## src/rtl/fifo_mem_writer.sv

```systemverilog
// ---------------------------------------------------------------------------
// fifo_mem_writer
//
// Pops bytes from a FIFO read port, packs four of them little-endian into a
// 32-bit word and issues that word as a valid/ready memory write. Successive
// words go to successive word addresses. After the top address the next word
// goes to BASE_ADDR.
//
// Optional feature (compile-time macro PARITY_EN): adds mem_parity[3:0].
// Bit i is the even-parity bit (XOR) of byte i of mem_wdata, and it is
// registered together with mem_wdata.
//
// Ports
//   clk_mem        in   the only clock; all state changes on its rising edge
//   reset          in   synchronous active-high reset
//   enable         in   permits new byte pops; a pending write always completes
//   empty          in   FIFO empty flag
//   data_in[7:0]   in   FIFO read data, valid while rd_en_mem=1
//   rd_en_mem      out  FIFO pop strobe (combinational)
//   mem_wr_valid   out  memory write request
//   mem_wr_ready   in   memory accepts the request on valid & ready
//   mem_addr       out  word address of the pending write
//   mem_wdata      out  assembled word
//   busy           out  partial word held or write pending
//   words_written  out  count of accepted writes (16-bit, wraps)
//   mem_parity     out  per-byte parity of mem_wdata (PARITY_EN only)
// ---------------------------------------------------------------------------
module fifo_mem_writer #(
    parameter int                    ADDR_WIDTH = 8,
    parameter logic [ADDR_WIDTH-1:0] BASE_ADDR  = '0
) (
    input  logic                  clk_mem,
    input  logic                  reset,
    input  logic                  enable,
    input  logic                  empty,
    input  logic [7:0]            data_in,
    output logic                  rd_en_mem,
    output logic                  mem_wr_valid,
    input  logic                  mem_wr_ready,
    output logic [ADDR_WIDTH-1:0] mem_addr,
    output logic [31:0]           mem_wdata,
    output logic                  busy,
    output logic [15:0]           words_written
`ifdef PARITY_EN
    ,
    output logic [3:0]            mem_parity
`endif
);

    typedef enum logic {
        COLLECT = 1'b0,
        WRITE   = 1'b1
    } state_t;

    state_t                state_q, state_d;
    logic [1:0]            byte_cnt_q, byte_cnt_d;
    logic [31:0]           wdata_q, wdata_d;
    logic [ADDR_WIDTH-1:0] addr_q, addr_d;
    logic [15:0]           count_q, count_d;
    logic [3:0]            lane_wr;
    logic                  pop;
    logic                  handshake;

    // Reset is folded in so the FIFO is never popped during a reset cycle.
    assign pop       = (state_q == COLLECT) & enable & ~empty & ~reset;
    assign handshake = (state_q == WRITE) & mem_wr_ready;

    // One write strobe per byte lane. Only the lane selected by byte_cnt is
    // loaded, so partial lanes keep their bytes while collection is paused.
    genvar gi;
    generate
        for (gi = 0; gi < 4; gi++) begin : g_lane
            assign lane_wr[gi]             = pop & (byte_cnt_q == 2'(gi));
            assign wdata_d[8*gi +: 8]      = lane_wr[gi] ? data_in : wdata_q[8*gi +: 8];
        end
    endgenerate

    always_comb begin
        state_d    = state_q;
        byte_cnt_d = byte_cnt_q;
        addr_d     = addr_q;
        count_d    = count_q;
        if (pop) begin
            // The 2-bit counter rolls 3->0 as the last lane is filled.
            byte_cnt_d = byte_cnt_q + 2'd1;
            if (byte_cnt_q == 2'd3) begin
                state_d = WRITE;
            end
        end
        if (handshake) begin
            state_d = COLLECT;
            count_d = count_q + 16'd1;
            if (addr_q == {ADDR_WIDTH{1'b1}}) begin
                addr_d = BASE_ADDR;
            end else begin
                addr_d = addr_q + 1'b1;
            end
        end
    end

    always_ff @(posedge clk_mem) begin
        if (reset) begin
            state_q    <= COLLECT;
            byte_cnt_q <= 2'd0;
            wdata_q    <= 32'd0;
            addr_q     <= BASE_ADDR;
            count_q    <= 16'd0;
        end else begin
            state_q    <= state_d;
            byte_cnt_q <= byte_cnt_d;
            wdata_q    <= wdata_d;
            addr_q     <= addr_d;
            count_q    <= count_d;
        end
    end

`ifdef PARITY_EN
    logic [3:0] parity_q, parity_d;

    generate
        for (gi = 0; gi < 4; gi++) begin : g_par
            assign parity_d[gi] = lane_wr[gi] ? ^data_in : parity_q[gi];
        end
    endgenerate

    always_ff @(posedge clk_mem) begin
        if (reset) begin
            parity_q <= 4'd0;
        end else begin
            parity_q <= parity_d;
        end
    end

    assign mem_parity = parity_q;
`endif

    assign rd_en_mem     = pop;
    assign mem_wr_valid  = (state_q == WRITE);
    assign mem_addr      = addr_q;
    assign mem_wdata     = wdata_q;
    assign busy          = (byte_cnt_q != 2'd0) | (state_q == WRITE);
    assign words_written = count_q;

endmodule

```

## config.mk

```make
export PLATFORM = sky130hd
export DESIGN_NAME = fifo_mem_writer
export DESIGN_NICKNAME = d
export VERILOG_FILES = /design/src/rtl/fifo_mem_writer.sv
export SDC_FILE = /design/constraint.sdc
export NUM_CORES = 1
export LEC_CHECK = 0
export ABC_AREA = 1
export BUFFER_PORTS_ARGS = -buffer_cell sky130_fd_sc_hd__buf_2
export CORE_MARGIN = 2
export CORE_UTILIZATION = 55
export CTS_CLUSTER_DIAMETER = 120
export CTS_CLUSTER_SIZE = 16
export DETAILED_ROUTE_END_ITERATION = 16
export GPL_ROUTABILITY_DRIVEN = 0
export PLACE_DENSITY_LB_ADDON = 0.1
export SYNTH_ARGS = -nofsm -noshare
export SYNTH_HDL_FRONTEND = slang
export SYNTH_SLANG_ARGS = --single-unit
```

## constraint.sdc

```tcl
create_clock -name clk_mem -period 2.85 [get_ports clk_mem]
set_input_delay 0.285 -clock clk_mem [delete_from_list [all_inputs] [get_ports clk_mem]]
set_output_delay 0.285 -clock clk_mem [all_outputs]
set_load 0.02 [all_outputs]
```

-- Word level (Yosys, flattened, before mapping)
Cells that the tools add are included.
- register bits: 59
- input bits: 13
- output and inout port bits: 59
- logic and storage cells: 32
- add/subtract/negate cells: 3
- equal/unequal tests: 4
- muxes and demuxes: 1
- bitwise operators: 12
- reduce and logical (&&, ||, !) cells: 4
- operators by type and width (operator ; count):
    $add A16 B1 Y16 const B ; 1
    $add A8 B1 Y8 const B ; 1
    $and A1 B1 Y1 ; 8
    $eq A8 B8 Y1 const B ; 1
    $mux W8 ; 1
    $eq A2 B2 Y1 const B ; 2
    $not A1 Y1 ; 3
    $add A2 B1 Y2 const B ; 1
    $eq A2 B1 Y1 const B ; 1
    $logic_not A2 Y1 ; 1
    $reduce_and A2 Y1 ; 1
    $reduce_bool A2 Y1 ; 1
    $reduce_or A2 Y1 ; 1
    $or A1 B1 Y1 ; 1

-- Depth between registers and ports, before layout
Gate-level depths: netlist (run 1).
- depth in word-level cells: 5
- depth in mapped cells: 9
- mapped depth without buffers: 9

-- Worst setup path before layout (run 1)
Ideal clock, no wire load.
- path kind: flip-flop to flip-flop
- start: register addr_q[0], in the netlist mem_addr[0]
- end: register addr_q[0], in the netlist mem_addr[0]
- library setup time: 0.116 ns
- data arrival time: 1.246 ns
- required time: 2.734 ns
- slack: 1.488 ns
- cell stages (with the launch flop): 7
- clock period less this slack: 1.362 ns
- path through: dfxtp_1 ha_1 nand2_1 nor3_1 a21oi_1 inv_1 nor2_1
- word-level cells in the longest chain between the ends: 2
- elaborated cells on any way between the ends: 3
- classes of those cells: add/sub (1); eq/ne (1); mux (1)
- RTL lines (element ; RTL line ; RTL):
    start: declaration ; 58 ; logic [ADDR_WIDTH-1:0] addr_q, addr_d;
    start signal: assignment ; 112 ; addr_q <= addr_d;
    $add A8 B1 Y8 / $eq A8 B8 Y1 (equally long branches) ; 96, 93 ;
    $mux W8 (*) ; 93 ; if (addr_q == {ADDR_WIDTH{1'b1}}) begin
Every way passes the cells marked *; elsewhere a longest branch is shown, timed or not.
A chain may end at the register's enable or synchronous reset.

-- Final worst setup path (run 1)
- start: register state_q, in the netlist mem_wr_valid
- end: output rd_en_mem
- word-level cells in the longest chain between the ends: 4
- RTL lines (element ; RTL line ; RTL):
    start: declaration ; 55 ; state_t state_q, state_d;
    start signal: assignment ; 109 ; state_q <= state_d;
    $not A1 Y1 ; 65 ; assign pop = (state_q == COLLECT) & enable & ~empty & ~reset;
    $and A1 B1 Y1 (3 in a row) ; 65 ;
    end: declaration ; 37 ; output logic rd_en_mem,
Every way passes these cells.

==> results of run 1 <==
[metrics by stage]
step	total power, mW	util, %	hold slack [ps]
after detailed placement	0.9380	65.59	450.1
after floorplan	0.9095	-	428.6
final	1.715	70.41	257.6
after global placement	0.9364	65.59	446.5
after global routing	1.769	70.41	248.6
after CTS	1.729	70.41	244.0
[power by group through the flow]
| stage | Combinational [mW] | Clock [mW] | Sequential [mW] |
|---|---|---|---|
| after CTS | 0.0845 | 0.810 | 0.835 |
| after floorplan | 0.0497 | 0 | 0.860 |
| after detailed placement | 0.0843 | 0 | 0.854 |
| final | 0.0845 | 0.795 | 0.835 |
| after global placement | 0.0828 | 0 | 0.854 |
| after global routing | 0.0936 | 0.840 | 0.836 |
[cell usage after synthesis (all sizes together)]
cell type / n
buf: 9
o21a: 1
o21bai: 1
clkbuf: 4
dfxtp: 59
inv: 34
clkinv: 1
a221oi: 1
ha: 6
nand3: 32
xnor2: 1
and2: 1
nor3b: 1
xor2: 3
nand2: 95
nor3: 3
nand4: 2
nor2: 41
a21oi: 42
o21ai: 13
[final cells by class]
cell class / count / area [um^2] / share of cell area, %
multi-input cells: 243 / 1154 / 37.12
clock buffers: 12 / 165.2 / 5.314
clock inverters: 4 / 47.55 / 1.530
inverters: 35 / 132.6 / 4.267
repair buffers: 72 / 362.8 / 11.67
well taps: 52 / 65.06 / 2.093
flip-flops and latches: 59 / 1181 / 38.00
[sequential cells by signal, summed over array words and instances, names as in the netlist]
register	flops
mem_wdata	32
words_written	16
mem_addr	8
byte_cnt_q	2
mem_wr_valid	1
[cell families (layout without fill, tap and decap cells)]
| logic type | Yosys count | count (layout) | synth area share, % |
|---|---|---|---|
| xor gates and xnor gates | 4 | 4 | 1.373 |
| and+or+nand+nor | 175 | 175 | 29.17 |
| adders and majority gates | 6 | 6 | 2.941 |
| AOI/OAI and AO/OA | 58 | 58 | 11.72 |
| DFF | 59 | 59 | 46.27 |
| buffers and inverters | 48 | 123 | 8.529 |
[layer usage]
layer | vias to the layer above | GRT usage [%] | wire length, um
met5 | - | 0 | 0
met3 | 9 | 4.861 | 378
met4 | 0 | 12.16 | 110
met1 | 1096 | 30.17 | 2621
li1 | 1259 | - | -
met2 | 79 | 38.43 | 2634
[tightest hold or removal path: stages]
cell and delay [ps]:
buf_2 130, nand2_1 70, a21oi_1 50
[worst min-delay path by stage]
| stage | start | to | slack (ps) |
|---|---|---|---|
| after global routing | data_in[2] | mem_wdata[26] | 250 |
| after detailed placement | mem_wdata[19] | mem_wdata[19] | 450 |
| after floorplan | data_in[0] | mem_wdata[24] | 430 |
| final | data_in[2] | mem_wdata[26] | 260 |
| after CTS | data_in[6] | mem_wdata[30] | 240 |
| after global placement | mem_wdata[21] | mem_wdata[21] | 450 |
==> results.yml, run 1 <==
critical_path:
  crit_path_cell_trace: "nor2_1, nand2_2, clkinv_2, buf_2"
  crit_slowest_cell: "dfxtp_1"
  rr_worst_depth: 7
  r2r_slack_ps: 1250
  cp_max_fo: 29
  path_class: "reg -> out"
  crit_family: "buffers and inverters"
  crit_end: "rd_en_mem"
  r2r_end: "mem_wdata[31]"
  slowest_delay_ps: 390
  startpoint_type: "flip-flop"
  setup.worst_path.end_class: "output pin"
  worst-path-stages: 4
  crit_start: "mem_wr_valid"
  arrival_ps: 1530
  cp.required_ps: 2570
  reg2reg_from: "mem_wr_valid"
  worst-path-buf-inv: 2
place:
  detailed_place_hpwl_um: 4043
  dp_slack_ps: 1246
  port-buffer-count: 71
  place_inst: 461
  placed_area_um2: 2895
finish:
  area_growth_pct: 21.76
  fill_cells: 401
  fin_area_um2: 3108
  final_cells: 477
  antennaDiodeCount: 0
  nets: 439
  final_cell_mix: "88 x nand2_1, 71 x buf_2, 59 x dfxtp_1"
  layout-drive-gt1-share_pct: 24.00
  final_common_cell: "nand2_1"
timing:
  worstMarginPinSlew_ps: 441.7
  hold_violations: 0
  setup_ws_ps: 1036
  setup_viol: 0
  min_period_ps: 1814
  period_share_pct: 63.66
  fmax_ghz: 0.5512
  drv_slew: 0
  grt_setup_unrepaired: "false"
  fin_worst_skew_ps: 8.492
  relSlewSlack_pct: 70.55
  fin_tns_setup_ps: 0
min_path:
  hold_path.class: "in -> reg"
  holdPathStages: 3
drt:
  ant_nets: 0
  drtIter0Drc: 203
  drtPass1Iterations: 4
  wire_per_inst_um: 12.04
  wl_um: 5744
  viasPerCell: 5.122
  via_count: 2443
  drcViolationCount: 0
global_routing:
  antenna_found_initial: 0
  overflow: 0
  grt.total_usage_pct: 23.81
  grt_max_degree: 43
  grt_pass1_wl_um: 9646
  first_global_vias: 2248
synth:
  synth_nets: 369
  avgSynthCellArea_um2: 7.293
  synth.distinct_cells: 26
  yosysTopAreaCell: "dfxtp_1"
  synth-seq-area-share_pct: 46.27
  synth_top_area_share_pct: 46.27
  synth-seq-cells: 59
  yosys-top-cells-area: "dfxtp_1 46%, nand2_1 13%, a21oi_1 8.2%, nand3_1 6.3%, nor2_1 5.4%"
  yosys_warnings: 0
  syn_area_um2: 2552
  netlist_instances: 350
clocking:
  clock-root-buffer: "clkbuf_8"
  cts-buffers-inserted: 9
  cts_resized: 0
  h-tree-depth: 3
  cts.sinks: 59
  clk_pin_slew_ps: 70
  clock_latency_ps: 330
  cts_tree: "done"
  holdBufCountCts: 0
  cts.path.max_buffers: 2
  post-cts-setup-buffer-count: 0
floorplan:
  ios: 72
  die_h_um: 72.13
  initial_core_util_pct: 57.82
  num_rows: 24
  dieArea_um2: 5202
  die_w_um: 72.13
  core_um2: 4414
flow_run:
  maxCapViolations: 0
power_and_ir_drop:
  seq_power_share_pct: 48.7
  internal_power_mw: 1.328
  p_sw_mw: 0.3870
  clkPwrFrac_pct: 46.4
  p_per_area_nw_per_um2: 551.7
  ir_drop_mv: 0.3852
  switching_share_pct: 22.57
  leakage_nw: 1.412
  comb_power_share_pct: 4.9
outcome:
  outcome: "complete, no violations"
Power figures use the tool's default switching activity.
==> run 2, diff against run 1 <==
--- a/config.mk
+++ b/config.mk
@@ -8,7 +8,7 @@
 export ABC_AREA = 1
 export BUFFER_PORTS_ARGS = -buffer_cell sky130_fd_sc_hd__buf_2
 export CORE_MARGIN = 2
-export CORE_UTILIZATION = 55
+export CORE_UTILIZATION = 51
 export CTS_CLUSTER_DIAMETER = 120
 export CTS_CLUSTER_SIZE = 16
 export DETAILED_ROUTE_END_ITERATION = 16
==> constraint.sdc (replaced) <==
create_clock -name clk_mem -period 1.7 [get_ports clk_mem]
set_input_delay 0.17 -clock clk_mem [delete_from_list [all_inputs] [get_ports clk_mem]]
set_output_delay 0.17 -clock clk_mem [all_outputs]
set_load 0.02 [all_outputs]
==> results.yml, run 2 (synthesis results as in run 1) <==
power_and_ir_drop:
  leakage_nw: 1.407
  ir_drop_mv: 0.4825
  p_per_area_nw_per_um2: 896.3
timing:
  worstMarginPinSlew_ps: 425.3
  setup_viol: 0
  hold_violations: 0
  fin_worst_skew_ps: 7.883
  grt_setup_unrepaired: "false"
  setup_ws_ps: 108.0
  relSlewSlack_pct: 71.61
  period_share_pct: 93.65
  fmax_ghz: 0.6281
  fin_tns_setup_ps: 0
  min_period_ps: 1592
  drv_slew: 0
global_routing:
  grt_pass1_wl_um: 9660
  antenna_found_initial: 0
  first_global_vias: 2209
  overflow: 0
  grt_max_degree: 30
  grt.total_usage_pct: 22.80
drt:
  ant_nets: 0
  viasPerCell: 5.034
  via_count: 2482
  drcViolationCount: 0
  wl_um: 6072
  drtIter0Drc: 168
  wire_per_inst_um: 12.32
  drtPass1Iterations: 5
min_path:
  hold_path.class: "in -> reg"
  hp-start: "data_in[7]"
critical_path:
  r2r_slack_ps: 270
  crit_start: "byte_cnt_q[0]"
  reg2reg_from: "mem_wr_valid"
  cp.required_ps: 1530
  cp_max_fo: 10
  path_class: "reg -> out"
  setup.worst_path.end_class: "output pin"
  startpoint_type: "flip-flop"
  arrival_ps: 1420
place:
  dp_slack_ps: 113.9
  detailed_place_hpwl_um: 4359
  port-buffer-count: 71
floorplan:
  die_w_um: 74.75
  core_um2: 4786
  ios: 72
  initial_core_util_pct: 53.33
  dieArea_um2: 5587
  num_rows: 25
  die_h_um: 74.75
finish:
  layout-drive-gt1-share_pct: 23.94
  final_common_cell: "nand2_1"
  area_growth_pct: 22.21
  final_cell_mix: "88 x nand2_1, 71 x buf_2, 59 x dfxtp_1"
  nets: 440
  antennaDiodeCount: 0
  largest_reg_flops: 32
flow_run:
  maxCapViolations: 0
outcome:
  outcome: "complete, no violations"
clocking:
  clock-root-buffer: "clkbuf_8"
  clk_pin_slew_ps: 70
  cts-buffers-inserted: 9
  cts.sinks: 59
  holdBufCountCts: 0
  cts.path.max_buffers: 2
  cts_tree: "done"
  h-tree-depth: 3
  clock_latency_ps: 330
## run 2: cell type report
type	instances	area, um^2
multi-input combinational	243	1154
fill	456	1667
clock inverter	5	52.55
timing repair buffer	73	370.4
sequential	59	1181
inverter	35	136.4
clock buffer	11	141.4
tap	67	83.83
## run 2: stage by stage
step	power, mW	cells	instance area [um^2]	utilization (%)	hold slack [ps]
finish	2.796	493	3119	65.18	131.6
global placement	1.572	477	2922	61.05	446.9
global route	2.887	493	3119	65.18	127.4
detailed placement	1.574	477	2922	61.05	450.5
CTS	2.812	493	3119	65.18	122.5
floorplan	1.525	350	2552	-	313.6
## run 2: path summary, 6_finish.rpt
check / endpoint / cells after the start
worst min-delay path: mem_wdata[31] / 3
worst min register to register: mem_wdata[20] / 2
worst max register to register: words_written[15] / 7
worst max-delay path: busy / 4
## run 2: routing by layer
| layer | vias to the layer above | GRT usage (%) | share of wire, % | routed length [um] |
|---|---|---|---|---|
| met3 | 6 | 4.418 | 6.2 | 378 |
| met4 | 0 | 9.921 | 0.97 | 59 |
| met1 | 1128 | 27.81 | 45 | 2751 |
| li1 | 1260 | - | - | - |
| met5 | - | 0 | 0 | 0 |
| met2 | 88 | 39.23 | 47 | 2883 |
## run 2: repair_timing
action                     4_1_cts  5_1_grt
gates resized for setup          1        0
buffers inserted                 0        0
setup endpoints to repair        1        0
## run 2: where the power goes
| group | switching [mW] | internal (mW) |
|---|---|---|
| clock | 0.543 | 0.709 |
| sequential | 0.00713 | 1.39 |
| combinational | 0.101 | 0.0418 |
## run 2: critical path, cell delays in order (launching register included)
cell and delay, ps:
dfxtp_1 330, inv_1 110, ha_1 390, nand2_1 100, buf_2 170
==> run 3, diff against run 2 <==
--- a/config.mk
+++ b/config.mk
@@ -12,8 +12,9 @@
 export CTS_CLUSTER_DIAMETER = 120
 export CTS_CLUSTER_SIZE = 16
 export DETAILED_ROUTE_END_ITERATION = 16
-export GPL_ROUTABILITY_DRIVEN = 0
-export PLACE_DENSITY_LB_ADDON = 0.1
+export GPL_ROUTABILITY_DRIVEN = 1
+export PLACE_DENSITY = 0.77
+export SLEW_MARGIN = 20
 export SYNTH_ARGS = -nofsm -noshare
 export SYNTH_HDL_FRONTEND = slang
 export SYNTH_SLANG_ARGS = --single-unit
==> results.yml, run 3 (synthesis results as in run 1) <==
timing:
  setup_viol: 0
  hold_violations: 0
  grt_setup_unrepaired: "false"
  worstMarginPinSlew_ps: 438.8
  min_period_ps: 1636
  relSlewSlack_pct: 70.72
  drv_slew: 0
  fin_worst_skew_ps: 3.572
  fmax_ghz: 0.6112
  period_share_pct: 96.24
  fin_tns_setup_ps: 0
power_and_ir_drop:
  leakage_nw: 1.411
  p_per_area_nw_per_um2: 898.8
  comb_power_share_pct: 5.3
  seq_power_share_pct: 49.8
  p_sw_mw: 0.6267
  internal_power_mw: 2.186
  clkPwrFrac_pct: 44.9
  switching_share_pct: 22.28
  ir_drop_mv: 0.5316
global_routing:
  grt_pass1_wl_um: 10070
  overflow: 0
  grt_max_degree: 28
  grt.total_usage_pct: 23.77
  first_global_vias: 2252
  antenna_found_initial: 0
critical_path:
  cp.required_ps: 1530
  cp_max_fo: 23
  path_class: "reg -> out"
  setup.worst_path.end_class: "output pin"
  arrival_ps: 1470
  startpoint_type: "flip-flop"
drt:
  wire_per_inst_um: 12.69
  drcViolationCount: 0
  via_count: 2471
  ant_nets: 0
  viasPerCell: 5.012
  drtIter0Drc: 134
  drtPass1Iterations: 4
  wl_um: 6255
finish:
  final_cell_mix: "88 x nand2_1, 71 x buf_2, 59 x dfxtp_1"
  area_growth_pct: 22.60
  layout-drive-gt1-share_pct: 23.94
  largest_reg_flops: 32
  antennaDiodeCount: 0
  final_cells: 493
  nets: 441
  final_common_cell: "nand2_1"
floorplan:
  initial_core_util_pct: 53.33
  die_h_um: 74.75
  core_um2: 4786
  num_rows: 25
  die_w_um: 74.75
  ios: 72
  dieArea_um2: 5587
clocking:
  clock_latency_ps: 330
  clk_pin_slew_ps: 60
  cts-buffers-inserted: 9
  cts.sinks: 59
  h-tree-depth: 3
  cts.path.max_buffers: 2
  clock-root-buffer: "clkbuf_8"
  holdBufCountCts: 0
  cts_tree: "done"
outcome:
  outcome: "complete, no violations"
place:
  port-buffer-count: 71
  place_inst: 478
  place.gp.congestion: 0.8092
  detailed_place_hpwl_um: 4420
min_path:
  hold_path.class: "in -> reg"
flow_run:
  maxCapViolations: 0
[run 3: stage by stage]
step	util (%)	hold slack, ps	setup slack [ps]	power [mW]	cell area [um^2]
final	65.39	138.8	63.92	2.812	3129
after global routing	65.39	139.9	0.2393	2.900	3129
after CTS	65.33	126.3	64.61	2.829	3127
after detailed placement	61.20	449.8	211.9	1.577	2929
after global placement	61.20	446.8	310.0	1.575	2929
after floorplan	-	313.6	337.9	1.525	2552
[run 3: routing by layer]
metal  routed length, um  share of wire, %  GRT usage [%]
met5                   0                 0              0
met4                 142               2.3          11.31
met3                 436               7.0          5.087
met2                2832                45          40.02
met1                2844                45          29.05
[run 3: cell type report]
type | count | area [um^2]
fillers | 451 | 1657
flip-flops and latches | 59 | 1181
multi-input cells | 243 | 1156
repair buffers | 74 | 377.9
clock buffers | 13 | 158.9
inverters | 35 | 136.4
well taps | 67 | 83.83
clock inverters | 2 | 35.03
[run 3: critical path: stages (launching register included)]
cell,delay [ps]
dfxtp_1,390
nor2_1,80
nand2_2,130
clkinv_4,180
buf_4,210
buf_2,160
[run 3: repair_timing]
| action | in CTS | in global routing |
|---|---|---|
| endpoints found under the setup margin | 1 | 1 |
| endpoints found under the hold margin | 0 | 0 |
| resized for setup | 1 | 1 |
| setup buffers | 0 | 0 |
| gates cloned | 0 | 0 |
[run 3: final timing paths]
path	startpoint	to	slack, ps	cells past startpoint
worst max register to register	mem_wr_valid	words_written[14]	270	7
worst min register to register	mem_wdata[12]	mem_wdata[12]	460	2
worst max-delay path	mem_wr_valid	rd_en_mem	60	5
worst min-delay path	data_in[4]	mem_wdata[28]	140	3
[run 3: power by group through the flow]
stage / clock network [mW] / logic [mW] / registers, mW
after floorplan: 0 / 0.0833 / 1.44
after global placement: 0 / 0.143 / 1.43
after detailed placement: 0 / 0.145 / 1.43
after CTS: 1.28 / 0.147 / 1.40
after global routing: 1.34 / 0.163 / 1.40
final: 1.26 / 0.148 / 1.40
